[src/rtl/piso_ser_pkg.sv]
// Shared definitions for the piso_ser serializer.
//   state_e   : FSM state encoding (IDLE, SHIFT, DONE), 2 bits
//   cnt_width : width of the bit-index counter for a given word length
package piso_ser_pkg;

    typedef enum logic [1:0] {
        ST_IDLE  = 2'd0,
        ST_SHIFT = 2'd1,
        ST_DONE  = 2'd2
    } state_e;

    function automatic int cnt_width(input int width);
        return (width < 2) ? 1 : $clog2(width);
    endfunction

endpackage

[src/rtl/piso_ser_cnt.sv]
// Bit-index counter for piso_ser.
//   ck_i  : clock, rising edge
//   r_i   : asynchronous active-high reset
//   clr_i : synchronous clear to 0 (wins over en_i)
//   en_i  : increment by one
//   cnt_o : current index
//   tc_o  : terminal count, high when cnt_o == WIDTH-1
module piso_ser_cnt #(
    parameter int WIDTH = 8,
    parameter int CW    = 3
) (
    input  logic          ck_i,
    input  logic          r_i,
    input  logic          clr_i,
    input  logic          en_i,
    output logic [CW-1:0] cnt_o,
    output logic          tc_o
);

    logic [CW-1:0] cnt_q;
    logic [CW-1:0] cnt_d;

    always_comb begin
        cnt_d = cnt_q;
        if (clr_i) begin
            cnt_d = '0;
        end else if (en_i) begin
            cnt_d = cnt_q + CW'(1);
        end
    end

    always_ff @(posedge ck_i or posedge r_i) begin
        if (r_i) begin
            cnt_q <= '0;
        end else begin
            cnt_q <= cnt_d;
        end
    end

    assign cnt_o = cnt_q;
    assign tc_o  = (cnt_q == CW'(WIDTH - 1));

endmodule

[src/rtl/piso_ser.sv]
// Parallel-in, serial-out serializer with load/busy/done framing.
//   ck_i   : clock, rising edge
//   r_i    : asynchronous active-high reset
//   ld_i   : load request, honoured in IDLE and DONE only
//   din_i  : parallel word captured on an accepted load
//   en_i   : shift enable, honoured in SHIFT only
//   so_o   : serial data out (output end of the shift register)
//   busy_o : high while a word is being shifted
//   done_o : one-cycle pulse after the last bit
//   cnt_o  : index of the bit currently on so_o
module piso_ser
    import piso_ser_pkg::*;
#(
    parameter int WIDTH     = 8,
    parameter bit MSB_FIRST = 1'b1
) (
    input  logic                         ck_i,
    input  logic                         r_i,
    input  logic                         ld_i,
    input  logic [WIDTH-1:0]             din_i,
    input  logic                         en_i,
    output logic                         so_o,
    output logic                         busy_o,
    output logic                         done_o,
    output logic [cnt_width(WIDTH)-1:0]  cnt_o
);

    localparam int CW = cnt_width(WIDTH);

    state_e           state_q, state_d;
    logic [WIDTH-1:0] sr_q, sr_d;
    logic             busy_q, busy_d;
    logic             done_q, done_d;
    logic             ld_acc;
    logic             shift_go;
    logic             tc;

    always_comb begin
        state_d  = state_q;
        sr_d     = sr_q;
        ld_acc   = 1'b0;
        shift_go = 1'b0;
        case (state_q)
            ST_IDLE: begin
                if (ld_i) begin
                    ld_acc  = 1'b1;
                    sr_d    = din_i;
                    state_d = ST_SHIFT;
                end
            end
            ST_SHIFT: begin
                if (en_i) begin
                    shift_go = 1'b1;
                    // Zero-fill so so_o reads 0 once the word has drained.
                    sr_d = MSB_FIRST ? {sr_q[WIDTH-2:0], 1'b0}
                                     : {1'b0, sr_q[WIDTH-1:1]};
                    if (tc) begin
                        state_d = ST_DONE;
                    end
                end
            end
            ST_DONE: begin
                if (ld_i) begin
                    ld_acc  = 1'b1;
                    sr_d    = din_i;
                    state_d = ST_SHIFT;
                end else begin
                    state_d = ST_IDLE;
                end
            end
            default: state_d = ST_IDLE;
        endcase
        busy_d = (state_d == ST_SHIFT);
        done_d = (state_d == ST_DONE);
    end

    always_ff @(posedge ck_i or posedge r_i) begin
        if (r_i) begin
            state_q <= ST_IDLE;
            sr_q    <= '0;
            busy_q  <= 1'b0;
            done_q  <= 1'b0;
        end else begin
            state_q <= state_d;
            sr_q    <= sr_d;
            busy_q  <= busy_d;
            done_q  <= done_d;
        end
    end

    // The final shift clears the index so it is 0 again in DONE.
    piso_ser_cnt #(
        .WIDTH (WIDTH),
        .CW    (CW)
    ) u_cnt (
        .ck_i  (ck_i),
        .r_i   (r_i),
        .clr_i (ld_acc | (shift_go & tc)),
        .en_i  (shift_go),
        .cnt_o (cnt_o),
        .tc_o  (tc)
    );

    assign so_o   = MSB_FIRST ? sr_q[WIDTH-1] : sr_q[0];
    assign busy_o = busy_q;
    assign done_o = done_q;

endmodule

[config.mk]
export PLATFORM = sky130hd
export DESIGN_NAME = piso_ser
export DESIGN_NICKNAME = d
export VERILOG_FILES = /design/src/rtl/piso_ser_pkg.sv /design/src/rtl/piso_ser_cnt.sv /design/src/rtl/piso_ser.sv
export SDC_FILE = /design/constraint.sdc
export NUM_CORES = 1
export LEC_CHECK = 0
export CORE_MARGIN = 4
export CORE_UTILIZATION = 53
export CTS_BUF_LIST = sky130_fd_sc_hd__clkbuf_4
export DETAILED_ROUTE_END_ITERATION = 10
export PLACE_DENSITY = 0.85
export RECOVER_POWER = 100
export SETUP_SLACK_MARGIN = 0.05
export SYNTH_ARGS = -nofsm -noshare
export SYNTH_HDL_FRONTEND = slang
export SYNTH_SLANG_ARGS = --single-unit
[constraint.sdc]
create_clock -name ck_i -period 2.3 [get_ports ck_i]
set_clock_uncertainty 0.15 [all_clocks]
set_input_delay 0.23 -clock ck_i [delete_from_list [all_inputs] [get_ports ck_i]]
set_output_delay 0.23 -clock ck_i [all_outputs]
set_load 0.03 [all_outputs]
==> results.toml, run 1 <==
[sta]
fmax_ghz = 0.541
hold_viol_final = 0
min_period_ns = 1.85
slew_headroom = 0.612
slew_viol_final = 0
rsz0062_at_grt = "false"
period_share = 0.804
setup_viol = 0
finalSetupTns_ns = 0
worstMarginPinSlew_ns = 0.580

[layout]
nNetsFinal = 96
num-fill-cells = 108
utilization = 0.697
design_area_sq_um = 896
antennaDiodeCount = 0
syn2layout_area_growth_pct = 24.7
drive_gt1_frac = 0.185

[job]
drv_cap = 0

[worst_hold_path]
holdCritPathClass = "input port to asynchronous set/reset pin"

[placed_design]
port_buffers = 17
gp_congestion = 0.736
dpl.hpwl_microns = 924
place_area_sq_um = 866

[logic_synthesis]
synth_top_family_by_area = "compound AO/OA/AOI/OAI gates"
syn_inst = 64
seq_area_frac_synth = 0.523
synthesis.area_sq_um = 718
syn_nets = 78
synth_mux_area_frac = 0
synth_compound_area_frac = 0.197
synth_seq_cells = 15
yosysWarnings = 0
yosys.area.top_type = "dfrtp_1"
yosysTopAreaCellShare = 0.523
avgSynthCellArea_sq_um = 11.2
synthSimpleGateAreaFrac = 0.178
synth_cell_types = 19
synth-adder-area-share = 0.0348
yosys.area_share.xor_xnor = 0
ys_top_cells_by_area = "dfrtp_1 (52%), o22ai_2 (7.0%), a21oi_2 (4.9%)"

[setup_path]
crit_slowest_cell = "dlygate4sd3_1"
cp_max_fo = 4
cp_slowest_stage_delay_ns = 0.77
path_cells = "dlygate4sd3_1"
cp-end-kind = "output pin"
worstReg2RegStart = "state_q[0]$_DFF_PP0_"
r2r-end = "sr_q[4]$_DFFE_PP0P_"
cp.required_ns = 1.92
reg2reg_depth = 3
crit_type = "flip-flop to output pin"
crit_buf_inv = 1
worst_setup_path_start_kind = "flip-flop"
cp.arrival_ns = 1.47
crit_family = "buffers and inverters"
rrSetupSlack_ns = 0.86

[route]
wl_per_cell_microns = 13.5
dr_total_vias = 508
vias_per_cell = 5.29
ant_nets = 0
drt_wl_total_mm = 1.29
drc = 0
drt_iter0_markers = 3
dr.pass1.iters = 4

[clock_tree]
cts_max_level = 1
path_clk_slew_ns = 0.09
clock-sinks = 15
max-clock-path-buffers = 2
cts_buffers = 3
clkLatencyLatePin_ns = 0.29
cts_root_buffer = "clkbuf_4"
cts_setup_buffers = 0
hold_buffers = 0
tritoncts = "built"
cts_resized = 0

[floorplan]
die-area_sq_um = 2010
die_x_microns = 44.8
core_area_sq_um = 1280
ios = 18
num_rows = 13
die_h_microns = 44.8
start_util = 0.559

[grt]
antenna_found_initial = 0
grt_max_degree = 24
grt_use_total = 0.149
grt_pass1_wl_mm = 2.06
overflow = 0
grt_pass1_vias = 498

[pwr]
p_leak_nw = 0.391
vdd_drop_max_uv = 707
power_per_cell_area_nw_per_um2 = 1140

[status]
outcome = "complete, no violations"
## per-layer routing
layer,global-route usage,wire (microns),vias to the layer above
li1,-,-,257
met1,0.171,543,240
met2,0.232,645,7
met3,0.0239,49,4
met4,0.140,53,0
met5,0,0,-
## state kept, by name, summed over array words and instances, names as in the netlist
register and cells:
sr_q 8, done_o 1, busy_o 1, state_q 2
u_cnt.cnt_o 3
## worst max-delay path by stage
stage / start / end / slack (ns) / cells after the start
global placement: ld_i / sr_q[1]$_DFFE_PP0P_ / 0.60 / 4
global route: u_cnt.cnt_o[0]$_DFFE_PP0P_ / cnt_o[0] / 0.41 / 1
detailed placement: ld_i / sr_q[4]$_DFFE_PP0P_ / 0.52 / 4
CTS: u_cnt.cnt_o[0]$_DFFE_PP0P_ / cnt_o[0] / 0.51 / 1
finish: u_cnt.cnt_o[0]$_DFFE_PP0P_ / cnt_o[0] / 0.45 / 1
floorplan: u_cnt.cnt_o[0]$_DFFE_PP0P_ / u_cnt.cnt_o[2]$_DFFE_PP0P_ / 0.87 / 5
## through the flow
step	worst slack, ns	hold slack, ns	total power [mW]	instances
2_1_floorplan	0.873	-0.0185	0.772	64
3_3_place_gp	0.597	0.349	0.878	92
3_5_place_dp	0.522	0.356	0.893	92
4_1_cts	0.506	0.155	1.05	96
5_1_grt	0.410	0.334	1.09	96
6_report	0.451	0.273	1.02	96
## report_power, final
group / switching, mW / internal (mW)
combinational: 0.243 / 0.188
clock: 0.0836 / 0.0793
sequential: 0.0673 / 0.364
## cell type report
cell class | count | area, sq um | area share
flip-flops and latches | 15 | 375 | 0.419
multi-input cells | 43 | 294 | 0.328
repair buffers | 17 | 170 | 0.190
clock buffers | 4 | 30.0 | 0.0335
well taps | 15 | 18.8 | 0.0209
inverters | 2 | 7.51 | 0.00838
## synth_stat cells
master    count
buf_6         1
nor2b_1       1
nand2b_4      1
o31ai_2       1
a21oi_1       3
o21ai_1       2
nand2_1       7
o22ai_2       4
nand3b_4      1
ha_1          2
inv_1         2
buf_12        1
a21oi_2       4
o22ai_1       3
dfrtp_1      15
nand3_1       4
nand3b_1      1
nor2_1        9
buf_2         2
## cells in the final DEF (no fill, tap or decap), types with 2 or more instances in the layout
cell type,n
a21oi_1,3
a21oi_2,4
clkbuf_4,4
clkdlybuf4s50_1,9
dfrtp_1,15
dlygate4sd3_1,8
ha_1,2
inv_1,2
nand2_1,7
nand3_1,4
nor2_1,9
o21ai_0,2
o22ai_1,3
o22ai_2,4
## cell families after synthesis
kind of cell,Yosys count
simple gates,24
compound gates,17
flops,15
buf+inv,6
fa+ha+maj,2
(Power assumes the default switching activity.)
==> run 2: changes to the inputs <==
--- a/config.mk
+++ b/config.mk
@@ -6,10 +6,10 @@
 export NUM_CORES = 1
 export LEC_CHECK = 0
 export CORE_MARGIN = 4
-export CORE_UTILIZATION = 53
+export CORE_UTILIZATION = 44
 export CTS_BUF_LIST = sky130_fd_sc_hd__clkbuf_4
 export DETAILED_ROUTE_END_ITERATION = 10
-export PLACE_DENSITY = 0.85
+export PLACE_DENSITY = 0.76
 export RECOVER_POWER = 100
 export SETUP_SLACK_MARGIN = 0.05
 export SYNTH_ARGS = -nofsm -noshare
==> constraint.sdc (replaced) <==
create_clock -name ck_i -period 1.53 [get_ports ck_i]
set_clock_uncertainty 0.15 [all_clocks]
set_input_delay 0.153 -clock ck_i [delete_from_list [all_inputs] [get_ports ck_i]]
set_output_delay 0.153 -clock ck_i [all_outputs]
set_load 0.03 [all_outputs]
==> run 2 against run 1 <==
Against the previous run: core utilization fell by 12 points; die area grew 17%; cell area shrank 1.7%; flip-flop and latch count is the same; sequential share of layout area increased by 0.71 points; critical path type unchanged; largest cell class unchanged; largest power group unchanged.
==> results.toml, run 2 (synthesis gave the netlist of run 1 again) <==
[pwr]
p_leak_nw = 0.401
pwr-share-seq = 0.427
p_int_mw = 0.916
p_clk_frac = 0.149
comb_power_share = 0.425
power_switching_mw = 0.580
power_per_cell_area_nw_per_um2 = 1700
switching_share = 0.388
vdd_drop_max_uv = 989

[floorplan]
die_h_microns = 48.4
start_util = 0.471
core_area_sq_um = 1520
die_x_microns = 48.4
ios = 18
num_rows = 14
die-area_sq_um = 2340

[setup_path]
cp-startpoint = "u_cnt.cnt_o[0]$_DFFE_PP0P_"
crit_buf_inv = 1
cp.arrival_ns = 1.07
cp_max_fo = 3
path_cells = "dlygate4sd2_1"
worstReg2RegStart = "u_cnt.cnt_o[0]$_DFFE_PP0P_"
cp.required_ns = 1.23
worst_setup_path_start_kind = "flip-flop"
cp_slowest_stage_delay_ns = 0.41
crit_slowest_cell = "dlygate4sd2_1"
crit_family = "buffers and inverters"
crit_type = "flip-flop to output pin"
cp-end-kind = "output pin"

[sta]
hold_viol_final = 0
setup_viol = 0
rsz0062_at_grt = "false"
slew_viol_final = 0
min_period_ns = 1.38
worstMarginPinSlew_ns = 0.812
period_share = 0.901
finalSetupTns_ns = 0
fmax_ghz = 0.726
slew_headroom = 0.459

[route]
drc = 0
ant_nets = 0
wl_per_cell_microns = 12.1
drt_iter0_markers = 2
dr.pass1.iters = 4
vias_per_cell = 5.27
drt_wl_total_mm = 1.21
dr_total_vias = 527

[grt]
antenna_found_initial = 0
overflow = 0
grt_use_total = 0.110
grt_max_degree = 24
grt_pass1_vias = 502
grt_pass1_wl_mm = 2.10

[worst_hold_path]
holdCritPathClass = "input port to flip-flop"
min-delay-start = "din_i[0]"

[clock_tree]
clock-sinks = 15
max-clock-path-buffers = 2
clkLatencyLatePin_ns = 0.27
cts_max_level = 1
cts_root_buffer = "clkbuf_4"
tritoncts = "built"
path_clk_slew_ns = 0.09
hold_buffers = 0
cts_buffers = 3

[placed_design]
place_area_sq_um = 882
dpl.hpwl_microns = 868
gp_congestion = 0.697
port_buffers = 17

[layout]
drive_gt1_frac = 0.155
num-fill-cells = 147
layout_common_cells = "dfrtp_1 (15), clkdlybuf4s50_1 (10), nor2_1 (9), o22ai_1 (7), nand2_1 (7)"
largest_reg_flops = 8
syn2layout_area_growth_pct = 22.6
final_common_cell = "dfrtp_1"
design_area_sq_um = 881
antennaDiodeCount = 0
nNetsFinal = 99
regMostFlops = "sr_q"

[job]
drv_cap = 0

[status]
outcome = "complete, no violations"
[run 2: cell count changes in the layout (fill, tap and decap cells not counted), sizes merged]
cell / before / now
buf: 0 / 2
dlygate4sd3: 8 / 1
clkdlybuf4s50: 9 / 10
clkinv: 0 / 1
dlygate4sd2: 0 / 6
[run 2: per-layer routing]
layer	track usage	part of all wire	vias up
met1	0.146	0.46	258
li1	-	-	261
met5	0	0	-
met4	0.0415	0.012	0
met3	0.0215	0.030	2
met2	0.176	0.49	6
[run 2: repair_timing]
item	in CTS	in global routing
gates resized for setup	6	0
setup buffers	0	1
setup endpoints to repair	6	1
[run 2: metrics by stage]
step	utilization	instances	power (mW)	hold WS (ns)	setup slack (ns)
after floorplan	-	64	1.16	-0.0955	0.103
after global placement	0.579	95	1.33	0.318	0.0422
after detailed placement	0.579	95	1.35	0.329	0.0278
after CTS	0.592	99	1.53	0.0275	0.100
after global routing	0.578	100	1.62	0.264	0.0665
final	0.578	100	1.50	0.260	0.152
[run 2: area by class of cell]
type                            instances  area [sq um]  share of cell area
Clock buffer                            3          22.5              0.0256
Clock inverter                          1          5.00             0.00568
Inverter                                2          7.51             0.00852
Multi-Input combinational cell         43           269               0.305
Sequential cell                        15           375               0.426
Tap cell                               16          20.0              0.0227
Timing Repair Buffer                   20           181               0.206
[run 2: power by group through the flow]
| stage | registers [mW] | clock network [mW] | logic [mW] |
|---|---|---|---|
| 6_report | 0.639 | 0.222 | 0.635 |
| 5_1_grt | 0.664 | 0.249 | 0.702 |
| 4_1_cts | 0.652 | 0.229 | 0.646 |
| 3_5_place_dp | 0.662 | 0 | 0.686 |
| 3_3_place_gp | 0.658 | 0 | 0.670 |
| 2_1_floorplan | 0.757 | 0 | 0.403 |
[run 2: worst paths after layout]
path / to / slack (ns) / cells after the start
worst max-delay path: cnt_o[0] / 0.15 / 1
worst min-delay path: sr_q[0]$_DFFE_PP0P_ / 0.26 / 3
worst max register to register: u_cnt.cnt_o[2]$_DFFE_PP0P_ / 0.18 / 5
worst min register to register: sr_q[0]$_DFFE_PP0P_ / 0.36 / 2
max in group asynchronous: sr_q[0]$_DFFE_PP0P_ / 0.35 / 3
min in group asynchronous: state_q[1]$_DFF_PP0_ / 0.38 / 3
==> run 3: changes to the inputs <==
--- a/config.mk
+++ b/config.mk
@@ -10,7 +10,6 @@
 export CTS_BUF_LIST = sky130_fd_sc_hd__clkbuf_4
 export DETAILED_ROUTE_END_ITERATION = 10
 export PLACE_DENSITY = 0.76
-export RECOVER_POWER = 100
 export SETUP_SLACK_MARGIN = 0.05
 export SYNTH_ARGS = -nofsm -noshare
 export SYNTH_HDL_FRONTEND = slang
==> run 3 against run 2 <==
Against the previous run: die area is the same; worst setup slack lost 0.0027 ns; global-route usage is the same; largest cell class unchanged; hold slack lost 0.24 ns; clock power is essentially flat; sequential power grew 0.9%; total power grew 2.5%; core utilization grew 1.9 points; critical path depth is the same.
==> results.toml, run 3 (synthesis gave the netlist of run 1 again) <==
[route]
vias_per_cell = 5.18
dr.pass1.iters = 4
ant_nets = 0
drc = 0
wl_per_cell_microns = 12.3
dr_total_vias = 518
drt_iter0_markers = 1
drt_wl_total_mm = 1.23

[grt]
antenna_found_initial = 0
grt_pass1_vias = 502
overflow = 0
grt_max_degree = 24
grt_use_total = 0.110
grt_pass1_wl_mm = 2.10

[floorplan]
ios = 18
num_rows = 14
die-area_sq_um = 2340
die_h_microns = 48.4
start_util = 0.471
die_x_microns = 48.4
core_area_sq_um = 1520

[layout]
nNetsFinal = 99
layout_common_cells = "dfrtp_1 (15), clkdlybuf4s50_1 (11), nor2_1 (9), nand2_1 (7), dlygate4sd2_1 (6)"
drive_gt1_frac = 0.214
final_common_cell = "dfrtp_1"
regMostFlops = "sr_q"
largest_reg_flops = 8
syn2layout_area_growth_pct = 26.7
num-fill-cells = 143
antennaDiodeCount = 0

[setup_path]
crit_slowest_cell = "dlygate4sd2_1"
cp_slowest_stage_delay_ns = 0.41
cp-end-kind = "output pin"
crit_family = "buffers and inverters"
cp.required_ns = 1.23
worstReg2RegStart = "u_cnt.cnt_o[0]$_DFFE_PP0P_"
reg2reg_depth = 5
crit_buf_inv = 1
cp_max_fo = 3
cp.arrival_ns = 1.08
crit_type = "flip-flop to output pin"
path_cells = "dlygate4sd2_1"
rrSetupSlack_ns = 0.18
r2r-end = "u_cnt.cnt_o[1]$_DFFE_PP0P_"
worst_setup_path_start_kind = "flip-flop"

[clock_tree]
cts_max_level = 1
clock-sinks = 15
max-clock-path-buffers = 2
cts_root_buffer = "clkbuf_4"
path_clk_slew_ns = 0.09
clkLatencyLatePin_ns = 0.27
tritoncts = "built"
cts_buffers = 3

[sta]
rsz0062_at_grt = "false"
period_share = 0.902
min_period_ns = 1.38
finalSetupTns_ns = 0
hold_viol_final = 0
worstMarginPinSlew_ns = 0.301
layout_setup_ws_ns = 0.149
slew_viol_final = 0
slew_headroom = 0.799
fmax_ghz = 0.724
setup_viol = 0

[pwr]
vdd_drop_max_uv = 1010
power_per_cell_area_nw_per_um2 = 1690
p_leak_nw = 0.412

[job]
drv_cap = 0

[placed_design]
port_buffers = 17
dpl.hpwl_microns = 868
gp_congestion = 0.697
place_ws_ns = 0.0278

[worst_hold_path]
holdCritPathClass = "input port to asynchronous set/reset pin"

[status]
outcome = "complete, no violations"
==> run 3: cell types whose count changed in the layout (fill, tap and decap cells not counted), sizes merged <==
cell / previous run / this run
dlygate4sd3: 1 / 0
clkbuf: 4 / 3
clkdlybuf4s50: 10 / 11
buf: 2 / 3
==> run 3: cell type report <==
cell class	instances	area [sq um]	area share
sequential	15	375	0.413
tap	16	20.0	0.0220
clock buffer	3	22.5	0.0248
inverter	2	7.51	0.00825
multi-input combinational	43	294	0.323
timing repair buffer	20	185	0.204
clock inverter	1	5.00	0.00550
==> run 3: timing repair <==
| item | 4_1_cts | 5_1_grt |
|---|---|---|
| endpoints found under the setup margin | 6 | 1 |
| gates cloned | 0 | 0 |
| hold endpoints to repair | 0 | 0 |
| gates resized for setup | 6 | 0 |
| setup buffers | 0 | 1 |
| hold buffers | 0 | 0 |
==> run 3: per-stage QoR <==
step | hold WS (ns) | instance area [sq um] | utilization | power, mW | instances
floorplan | -0.0955 | 718 | - | 1.16 | 64
global placement | 0.318 | 882 | 0.579 | 1.33 | 95
detailed placement | 0.329 | 882 | 0.579 | 1.35 | 95
CTS | 0.0275 | 902 | 0.592 | 1.53 | 99
global route | 0.0562 | 910 | 0.597 | 1.65 | 100
finish | 0.0158 | 910 | 0.597 | 1.53 | 100
==> run 3: power breakdown <==
group,total [mW],switching (mW),internal (mW)
Sequential,0.645,0.0981,0.547
Combinational,0.664,0.374,0.291
Clock,0.223,0.127,0.0967
==> run 3: worst max-delay path by stage <==
stage / from / to / depth (start not counted)
after CTS: u_cnt.cnt_o[0]$_DFFE_PP0P_ / cnt_o[0] / 1
final: u_cnt.cnt_o[0]$_DFFE_PP0P_ / cnt_o[0] / 1
after detailed placement: en_i / sr_q[3]$_DFFE_PP0P_ / 4
after global routing: u_cnt.cnt_o[0]$_DFFE_PP0P_ / u_cnt.cnt_o[1]$_DFFE_PP0P_ / 5
after global placement: en_i / sr_q[5]$_DFFE_PP0P_ / 4
after floorplan: u_cnt.cnt_o[0]$_DFFE_PP0P_ / u_cnt.cnt_o[2]$_DFFE_PP0P_ / 5
==> run 3: worst reg2reg max path, cell delays in order, from the launching register on <==
cell     delay (ns)
dfrtp_1        0.41
ha_1           0.21
ha_1           0.21
inv_1          0.12
nand2_1        0.06
o21ai_1        0.11
==> run 3: layer usage <==
metal  GRT usage  vias up  routed length (microns)
met5           0        -                        0
met4      0.0415        0                       15
met3      0.0215        2                       36
met2       0.176        6                      601
met1       0.146      249                      576
li1            -      261                        -
